### config.mk
export PLATFORM = sky130hd
export DESIGN_NAME = core_seq_flat
export DESIGN_NICKNAME = d
export VERILOG_FILES = /design/src/rtl/riscy_pkg.sv /design/src/rtl/core_seq_if.sv /design/src/rtl/core_seq_op_decode.sv /design/src/rtl/core_seq.sv /design/src/flat_wrapper.sv
export SDC_FILE = /design/constraint.sdc
export NUM_CORES = 1
export LEC_CHECK = 0
export CAP_MARGIN = 20
export CORE_UTILIZATION = 48
export CTS_BUF_LIST = sky130_fd_sc_hd__clkbuf_8
export DETAILED_ROUTE_END_ITERATION = 8
export PLACE_DENSITY = 0.88
export RECOVER_POWER = 50
export SYNTH_ARGS = -nofsm -noshare
export SYNTH_HDL_FRONTEND = slang
export SYNTH_SLANG_ARGS = --single-unit
export TNS_END_PERCENT = 10
### constraint.sdc
create_clock -name clk -period 6 [get_ports clk]
set_input_delay 1.8 -clock clk [delete_from_list [all_inputs] [get_ports clk]]
set_output_delay 1.8 -clock clk [all_outputs]
set_load 0.02 [all_outputs]
### src/rtl/riscy_pkg.sv
// riscy_pkg: opcodes, sequencer states and writeback-source encodings shared by the RV32I control slice.
package riscy_pkg;

   localparam logic [6:0] OPC_LUI      = 7'b0110111;
   localparam logic [6:0] OPC_AUIPC    = 7'b0010111;
   localparam logic [6:0] OPC_JAL      = 7'b1101111;
   localparam logic [6:0] OPC_JALR     = 7'b1100111;
   localparam logic [6:0] OPC_BRANCH   = 7'b1100011;
   localparam logic [6:0] OPC_LOAD     = 7'b0000011;
   localparam logic [6:0] OPC_STORE    = 7'b0100011;
   localparam logic [6:0] OPC_OP_IMM   = 7'b0010011;
   localparam logic [6:0] OPC_OP       = 7'b0110011;
   localparam logic [6:0] OPC_MISC_MEM = 7'b0001111;
   localparam logic [6:0] OPC_SYSTEM   = 7'b1110011;

   localparam logic [1:0] WB_ALU = 2'd0;
   localparam logic [1:0] WB_MEM = 2'd1;
   localparam logic [1:0] WB_PC4 = 2'd2;
   localparam logic [1:0] WB_IMM = 2'd3;

   typedef enum logic [2:0] {
      S_IDLE   = 3'd0,
      S_FETCH  = 3'd1,
      S_DECODE = 3'd2,
      S_EXEC   = 3'd3,
      S_MEM    = 3'd4,
      S_WB     = 3'd5,
      S_TRAP   = 3'd7
   } state_t;

   typedef struct packed {
      logic       is_load;
      logic       is_store;
      logic       is_branch;
      logic       is_jump;
      logic       writes_rd;
      logic       legal;
      logic       is_system;
      logic [1:0] wb_sel;
   } dec_t;

endpackage

### src/rtl/core_seq_if.sv
// core_seq_if: instruction/status inputs and datapath enables between the sequencer and the datapath.
interface core_seq_if #(parameter int CNT_W = 32);
   logic             run;
   logic [31:0]      inst;
   logic             branch_taken;
   logic             ir_en;
   logic             pc_inc_en;
   logic             pc_jump_en;
   logic             rf_w_en;
   logic             mem_w_en;
   logic [1:0]       mem_size;
   logic             mem_u_en;
   logic [1:0]       wb_sel;
   logic [2:0]       state;
   logic             halted;
   logic             trapped;
   logic             illegal;
   logic [CNT_W-1:0] instret;

   modport master (
      input  run, inst, branch_taken,
      output ir_en, pc_inc_en, pc_jump_en, rf_w_en, mem_w_en, mem_size, mem_u_en,
             wb_sel, state, halted, trapped, illegal, instret
   );

   modport slave (
      output run, inst, branch_taken,
      input  ir_en, pc_inc_en, pc_jump_en, rf_w_en, mem_w_en, mem_size, mem_u_en,
             wb_sel, state, halted, trapped, illegal, instret
   );
endinterface

### src/rtl/core_seq_op_decode.sv
// op_decode: classifies an RV32I instruction word into the control flags the sequencer needs.
module op_decode
   import riscy_pkg::*;
(
   input  logic [11:0] inst,
   output dec_t        dec
);
   logic [6:0] opc;
   assign opc = inst[6:0];
   always_comb begin
      dec           = '0;
      dec.is_load   = opc == OPC_LOAD;
      dec.is_store  = opc == OPC_STORE;
      dec.is_branch = opc == OPC_BRANCH;
      dec.is_jump   = opc == OPC_JAL || opc == OPC_JALR;
      dec.is_system = opc == OPC_SYSTEM;
      dec.legal     = opc inside {OPC_LUI, OPC_AUIPC, OPC_JAL, OPC_JALR, OPC_BRANCH,
                                  OPC_LOAD, OPC_STORE, OPC_OP_IMM, OPC_OP, OPC_MISC_MEM};
      dec.writes_rd = (opc inside {OPC_LUI, OPC_AUIPC, OPC_JAL, OPC_JALR, OPC_OP,
                                   OPC_OP_IMM, OPC_LOAD}) && inst[11:7] != 5'd0;
      dec.wb_sel    = opc == OPC_LUI ? WB_IMM : dec.is_jump ? WB_PC4 : dec.is_load ? WB_MEM : WB_ALU;
   end
endmodule

### src/rtl/core_seq.sv
// core_seq: multi-cycle RV32I sequencer stepping fetch/decode/exec/mem/wb with retire counter and trap.
module core_seq
   import riscy_pkg::*;
#(
   parameter int CNT_W = 32
) (
   input  logic       clk,
   input  logic       reset,
   core_seq_if.master bus
);
   state_t           st, st_n;
   dec_t             dec;
   logic [CNT_W-1:0] cnt;
   logic             ill;
   logic             wb, take;

   op_decode u_dec (.inst(bus.inst[11:0]), .dec(dec));

   always_ff @(posedge clk) begin
      if (reset) begin
         st  <= S_IDLE;
         cnt <= '0;
         ill <= 1'b0;
      end else begin
         st <= st_n;
         if (st == S_WB) cnt <= cnt + CNT_W'(1);
         if (st == S_DECODE && !dec.legal && !dec.is_system) ill <= 1'b1;
      end
   end

   always_comb begin
      st_n = st;
      case (st)
         S_IDLE:   st_n = bus.run ? S_FETCH : S_IDLE;
         S_FETCH:  st_n = S_DECODE;
         S_DECODE: st_n = dec.legal ? S_EXEC : S_TRAP;
         S_EXEC:   st_n = (dec.is_load || dec.is_store) ? S_MEM : S_WB;
         S_MEM:    st_n = S_WB;
         S_WB:     st_n = bus.run ? S_FETCH : S_IDLE;
         default:  st_n = S_TRAP;
      endcase
   end

   // a taken branch or jump replaces the sequential pc step, so exactly one pc enable fires in WB
   assign wb   = st == S_WB;
   assign take = dec.is_jump || (dec.is_branch && bus.branch_taken);

   assign bus.ir_en      = st == S_FETCH;
   assign bus.pc_inc_en  = wb && !take;
   assign bus.pc_jump_en = wb && take;
   assign bus.rf_w_en    = wb && dec.writes_rd;
   assign bus.mem_w_en   = st == S_MEM && dec.is_store;
   assign bus.mem_size   = bus.inst[13:12];
   assign bus.mem_u_en   = bus.inst[14];
   assign bus.wb_sel     = wb ? dec.wb_sel : WB_ALU;
   assign bus.state      = st;
   assign bus.halted     = st == S_IDLE;
   assign bus.trapped    = st == S_TRAP;
   assign bus.illegal    = ill;
   assign bus.instret    = cnt;
endmodule
### src/flat_wrapper.sv
// flat-port wrapper written by rule: the top's interface ports become plain ports
module core_seq_flat import riscy_pkg::*;
#(
   parameter int CNT_W = 32
)
  (clk, reset, bus_run, bus_inst, bus_branch_taken, bus_ir_en, bus_pc_inc_en, bus_pc_jump_en, bus_rf_w_en, bus_mem_w_en, bus_mem_size, bus_mem_u_en, bus_wb_sel, bus_state, bus_halted, bus_trapped, bus_illegal, bus_instret);
  core_seq_if #(.CNT_W(CNT_W)) bus_i ();
  input  logic clk;
  input  logic reset;
  input wire logic [$bits(bus_i.run)-1:0] bus_run;
  input wire logic [$bits(bus_i.inst)-1:0] bus_inst;
  input wire logic [$bits(bus_i.branch_taken)-1:0] bus_branch_taken;
  output wire logic [$bits(bus_i.ir_en)-1:0] bus_ir_en;
  output wire logic [$bits(bus_i.pc_inc_en)-1:0] bus_pc_inc_en;
  output wire logic [$bits(bus_i.pc_jump_en)-1:0] bus_pc_jump_en;
  output wire logic [$bits(bus_i.rf_w_en)-1:0] bus_rf_w_en;
  output wire logic [$bits(bus_i.mem_w_en)-1:0] bus_mem_w_en;
  output wire logic [$bits(bus_i.mem_size)-1:0] bus_mem_size;
  output wire logic [$bits(bus_i.mem_u_en)-1:0] bus_mem_u_en;
  output wire logic [$bits(bus_i.wb_sel)-1:0] bus_wb_sel;
  output wire logic [$bits(bus_i.state)-1:0] bus_state;
  output wire logic [$bits(bus_i.halted)-1:0] bus_halted;
  output wire logic [$bits(bus_i.trapped)-1:0] bus_trapped;
  output wire logic [$bits(bus_i.illegal)-1:0] bus_illegal;
  output wire logic [$bits(bus_i.instret)-1:0] bus_instret;
  assign bus_i.run = bus_run;
  assign bus_i.inst = bus_inst;
  assign bus_i.branch_taken = bus_branch_taken;
  assign bus_ir_en = bus_i.ir_en;
  assign bus_pc_inc_en = bus_i.pc_inc_en;
  assign bus_pc_jump_en = bus_i.pc_jump_en;
  assign bus_rf_w_en = bus_i.rf_w_en;
  assign bus_mem_w_en = bus_i.mem_w_en;
  assign bus_mem_size = bus_i.mem_size;
  assign bus_mem_u_en = bus_i.mem_u_en;
  assign bus_wb_sel = bus_i.wb_sel;
  assign bus_state = bus_i.state;
  assign bus_halted = bus_i.halted;
  assign bus_trapped = bus_i.trapped;
  assign bus_illegal = bus_i.illegal;
  assign bus_instret = bus_i.instret;
  core_seq #(.CNT_W(CNT_W)) u_core (.clk(clk), .reset(reset), .bus(bus_i));
endmodule
==> out/summary.log <==
[outcome] outcome finished, violations left
[outcome] violated checks capacitance limit, slew limit
[yosys] prevailing post-synth register cell sky130_fd_sc_hd__dfxtp_1
[worst_setup_path] critical path start-end classification input port to output port
[timing] period utilization 96.25%
[grt] global routing usage summed across all routing layers 21.79%
[yosys] async set or reset register ratio after synthesis 0%
[routing] total vias in the final route 1999
[clock_network] number of buffers created by CTS 5
[clock_network] clock-pin transition on the worst setup and hold timing paths 0.07 ns
[timing] Final Slew Violations 49
[final_layout] non-filler cells in the finished layout 350
[placed_design] post-placement cell area 2645 um2
[final_layout] final core utilization 66.84%
[flow_run] number of max-cap violations 1
[routing] Detailed Route WL 4.597 mm
[timing] largest clock skew in the final design 0.002903 ns
[power] Switching Share 28.37%
[worst_setup_path] Critical Path Fanout Max 4
[timing] setup repair after global routing missed its margin false
[clock_network] # hold bufs at CTS 0
[worst_setup_path] Worst path slowest cell sky130_fd_sc_hd__or4b_2
[clock_network] Resized cells post-CTS 0
[routing] count of TritonRoute iterations in the first routing pass 4
[grt] vias in the first global route 1754
[yosys] Synthesized Nets 285
[yosys] post-synthesis cell type count 46
[grt] first-pass GRT wire length 7.596 mm
[placed_design] DP HPWL 3.224 mm
[routing] initial DRC count 182
[worst_setup_path] reg2reg start u_core.bus.state[0]
[floorplanning] Rows 23
[clock_network] number of buffers between clock root and the deepest sink 2
[clock_network] # Post-CTS Setup Buffers 0
[hold_path] class of the tightest hold or removal check flop to flop
[worst_setup_path] critical path cell sequence clkdlybuf4s50_1, nor2_1, or4b_2, nor4_1, clkdlybuf4s50_1
[power] power share of the sequential group 49.6%
[grt] overflow left after global routing 0
[yosys] number of enable-type register cells in the synthesized netlist 0
[floorplanning] area of the placeable core 4086 um2
[timing] final sum of negative setup slack 0 ns
[floorplanning] chip height 67.70 um
[placed_design] worst slack at placement 0.2159 ns
[grt] maximum number of pins on one net before global-route repair 49
[placed_design] number of port buffers 60
[worst_setup_path] Crit path buffers/inverters 2
[yosys] summed instance area of the synthesized netlist 2072 um2
[timing] Final min period 5.775 ns
[power] internal power contribution 0.3898 mW
[grt] number of antenna violations at the first check in global routing 0
[placed_design] cell total after placement 342
[floorplanning] Die Span X 67.70 um
[timing] setup violation total in the final timing report 0
[worst_setup_path] Worst path max stage delay 0.65 ns
[worst_setup_path] Worst Setup SP bus_inst[3]
[floorplanning] Initial Util 50.70%
[clock_network] H-tree depth 2
[worst_setup_path] required time at the endpoint of the critical path 4.20 ns
[worst_setup_path] data arrival time of the critical path 3.98 ns
[clock_network] Root Buffer sky130_fd_sc_hd__clkbuf_8
[hold_path] Hold Startpoint u_core.bus.illegal
[final_layout] area growth from synthesis to layout 31.82%
[power] leakage component of the power 0.9657 nW
[routing] Vias/cell 5.711
[final_layout] final-layout fill cell count 341
[routing] final routed wire length divided by cell count 13.13 um
[floorplanning] die area 4583 um2
[worst_setup_path] kind of start point of the critical path input port
[yosys] synthesized netlist cell count 248
[final_layout] share of post-route cells with drive strength above 1 9.000%
[clock_network] Clock Latency Late Sink 0.28 ns
[timing] final critical-path setup slack 0.2249 ns
[routing] count of nets left with antenna violations after detail routing 0
[routing] drt drc 0
[power] worst IR drop on VDD 0.1610 mV
[clock_network] Clock Sinks 36
[worst_setup_path] endpoint type of the worst setup path output port
[power] switching power 0.1544 mW
[yosys] post-synthesis average cell area 8.355 um2
[timing] maximum frequency from static timing analysis 173.2 MHz
[worst_setup_path] most used cell along the critical path sky130_fd_sc_hd__clkdlybuf4s50_1
[final_layout] area of all placed cells without fillers 2731 um2
[worst_setup_path] top cell family by delay on the critical path simple AND/OR/NAND/NOR gates
[placed_design] final weighted congestion in routability-driven placement 0.8422
[final_layout] number of antenna repair diodes 0
[power] share of power burned in combinational logic 18.7%
[power] PwrDens 199.2 nW/um2
[yosys] sequential share of the synthesized area 34.78%
[power] proportion of power drawn by the clock network 31.6%
[floorplanning] number of ports placed on the die boundary 84
[yosys] flops & latches, synth 36
[clock_network] clock tree from TritonCTS yes
[timing] transition time of the tightest slew-check pin 1.924 ns
[timing] number of failing hold endpoints at the final stage 0
[final_layout] nets@finish 336
[timing] Slew Limit Headroom -28.25%
[yosys] Yosys warnings 0
power by group through the flow:
stage	combinational, mW	clock, mW	sequential [mW]
floorplan	0.0683	0	0.268
global placement	0.100	0	0.274
detailed placement	0.103	0	0.274
CTS	0.103	0.178	0.269
global route	0.109	0.186	0.272
finish	0.102	0.172	0.270
worst reg2reg max path, stage by stage, from the launching register on:
cell and delay [ns]:
sky130_fd_sc_hd__dfxtp_1 0.60, sky130_fd_sc_hd__nand3b_4 0.18, sky130_fd_sc_hd__or2_1 0.50, sky130_fd_sc_hd__nor4_1 0.41, sky130_fd_sc_hd__mux2_2 0.37
metrics by stage:
| step | hold WS [ns] | total power [mW] |
|---|---|---|
| detailed placement | 0.4890 | 0.3771 |
| finish | 0.4897 | 0.5442 |
| global placement | 0.4741 | 0.3747 |
| floorplan | 0.5546 | 0.3363 |
| CTS | 0.4954 | 0.5505 |
| global route | 0.5127 | 0.5675 |
synth_stat cells, types with 2 or more instances:
master,number,area (um2)
sky130_fd_sc_hd__mux2_1,3,33.78
sky130_fd_sc_hd__nor4_1,10,62.56
sky130_fd_sc_hd__nor4b_1,2,17.52
sky130_fd_sc_hd__xor2_1,5,43.79
sky130_fd_sc_hd__buf_4,6,45.04
sky130_fd_sc_hd__or4_1,10,75.07
sky130_fd_sc_hd__or3_1,3,18.77
sky130_fd_sc_hd__nand2_1,15,56.30
sky130_fd_sc_hd__nor2b_1,11,68.82
sky130_fd_sc_hd__xnor2_1,5,43.79
sky130_fd_sc_hd__nand3_1,11,55.05
sky130_fd_sc_hd__nor2_1,29,108.9
sky130_fd_sc_hd__a21oi_1,14,70.07
sky130_fd_sc_hd__buf_1,2,7.510
sky130_fd_sc_hd__clkbuf_1,7,26.28
sky130_fd_sc_hd__o31ai_1,10,75.07
sky130_fd_sc_hd__nand2b_1,2,12.51
sky130_fd_sc_hd__dfxtp_1,36,720.7
sky130_fd_sc_hd__and4_1,4,35.03
sky130_fd_sc_hd__mux2_2,8,90.09
sky130_fd_sc_hd__nor3_1,5,25.02
sky130_fd_sc_hd__mux2i_1,2,20.02
sky130_fd_sc_hd__and3_1,3,18.77
sky130_fd_sc_hd__nand4_1,8,50.05
sky130_fd_sc_hd__buf_6,3,33.78
sky130_fd_sc_hd__inv_1,6,22.52
sky130_fd_sc_hd__o21ai_0,5,25.02
sky130_fd_sc_hd__nor4_2,3,37.54
sky130_fd_sc_hd__buf_2,3,15.01
sequential cells by signal, summed over array words and instances, names as in the netlist:
register            flops
u_core.bus.instret     32
u_core.bus.state        3
u_core.bus.illegal      1
kinds of logic (layout without fill, tap and decap cells):
kind of cell	count (synthesis)	in the layout	share of synthesized area, %
and+or+nand+nor	125	125	35.09
DFF	36	36	34.78
AOI/OAI and AO/OA	35	35	10.63
buffers and inverters	27	79	7.246
muxes	13	13	6.945
xor gates and xnor gates	10	10	4.227
adders and majority gates	2	2	1.087
metal layers:
layer / routed length, um / global-route usage, % / vias to the layer above
met5: 0 / 0 / -
met3: 254 / 6.419 / 9
li1: - / - / 1006
met4: 67 / 10.11 / 0
met2: 2174 / 34.90 / 56
met1: 2101 / 26.53 / 928
placed cells by master (no fill, tap or decap), types with 6 or more instances in the layout:
cell type | netlist | layout
sky130_fd_sc_hd__clkdlybuf4s50_1 | 0 | 50
sky130_fd_sc_hd__o31ai_1 | 10 | 10
sky130_fd_sc_hd__dfxtp_1 | 36 | 36
sky130_fd_sc_hd__nor2_1 | 29 | 29
sky130_fd_sc_hd__or4_1 | 10 | 10
sky130_fd_sc_hd__nor4_1 | 10 | 10
sky130_fd_sc_hd__nand4_1 | 8 | 8
sky130_fd_sc_hd__clkbuf_8 | 0 | 6
sky130_fd_sc_hd__inv_1 | 6 | 8
sky130_fd_sc_hd__dlygate4sd3_1 | 0 | 10
sky130_fd_sc_hd__a21oi_1 | 14 | 14
sky130_fd_sc_hd__mux2_2 | 8 | 8
sky130_fd_sc_hd__nand2_1 | 15 | 15
sky130_fd_sc_hd__nor2b_1 | 11 | 11
sky130_fd_sc_hd__nand3_1 | 11 | 11
path summary, 6_finish.rpt:
path	endpoint	cells after the start	slack, ns
worst max-delay path	bus_mem_w_en	5	0.22
worst min-delay path	u_core.bus.illegal	2	0.49
worst max register to register	u_core.bus.instret[23]	4	3.83
worst min register to register	u_core.bus.illegal	2	0.49
final cells by class:
class	count	area (um2)	share of cell area, %
Multi-Input combinational cell	185	1201	43.98
Clock buffer	6	82.58	3.023
Sequential cell	36	720.7	26.39
Timing Repair Buffer	65	634.4	23.22
Inverter	6	22.52	0.8246
Clock inverter	2	7.507	0.2749
Tap cell	50	62.56	2.290
Power figures use the tool's default switching activity.
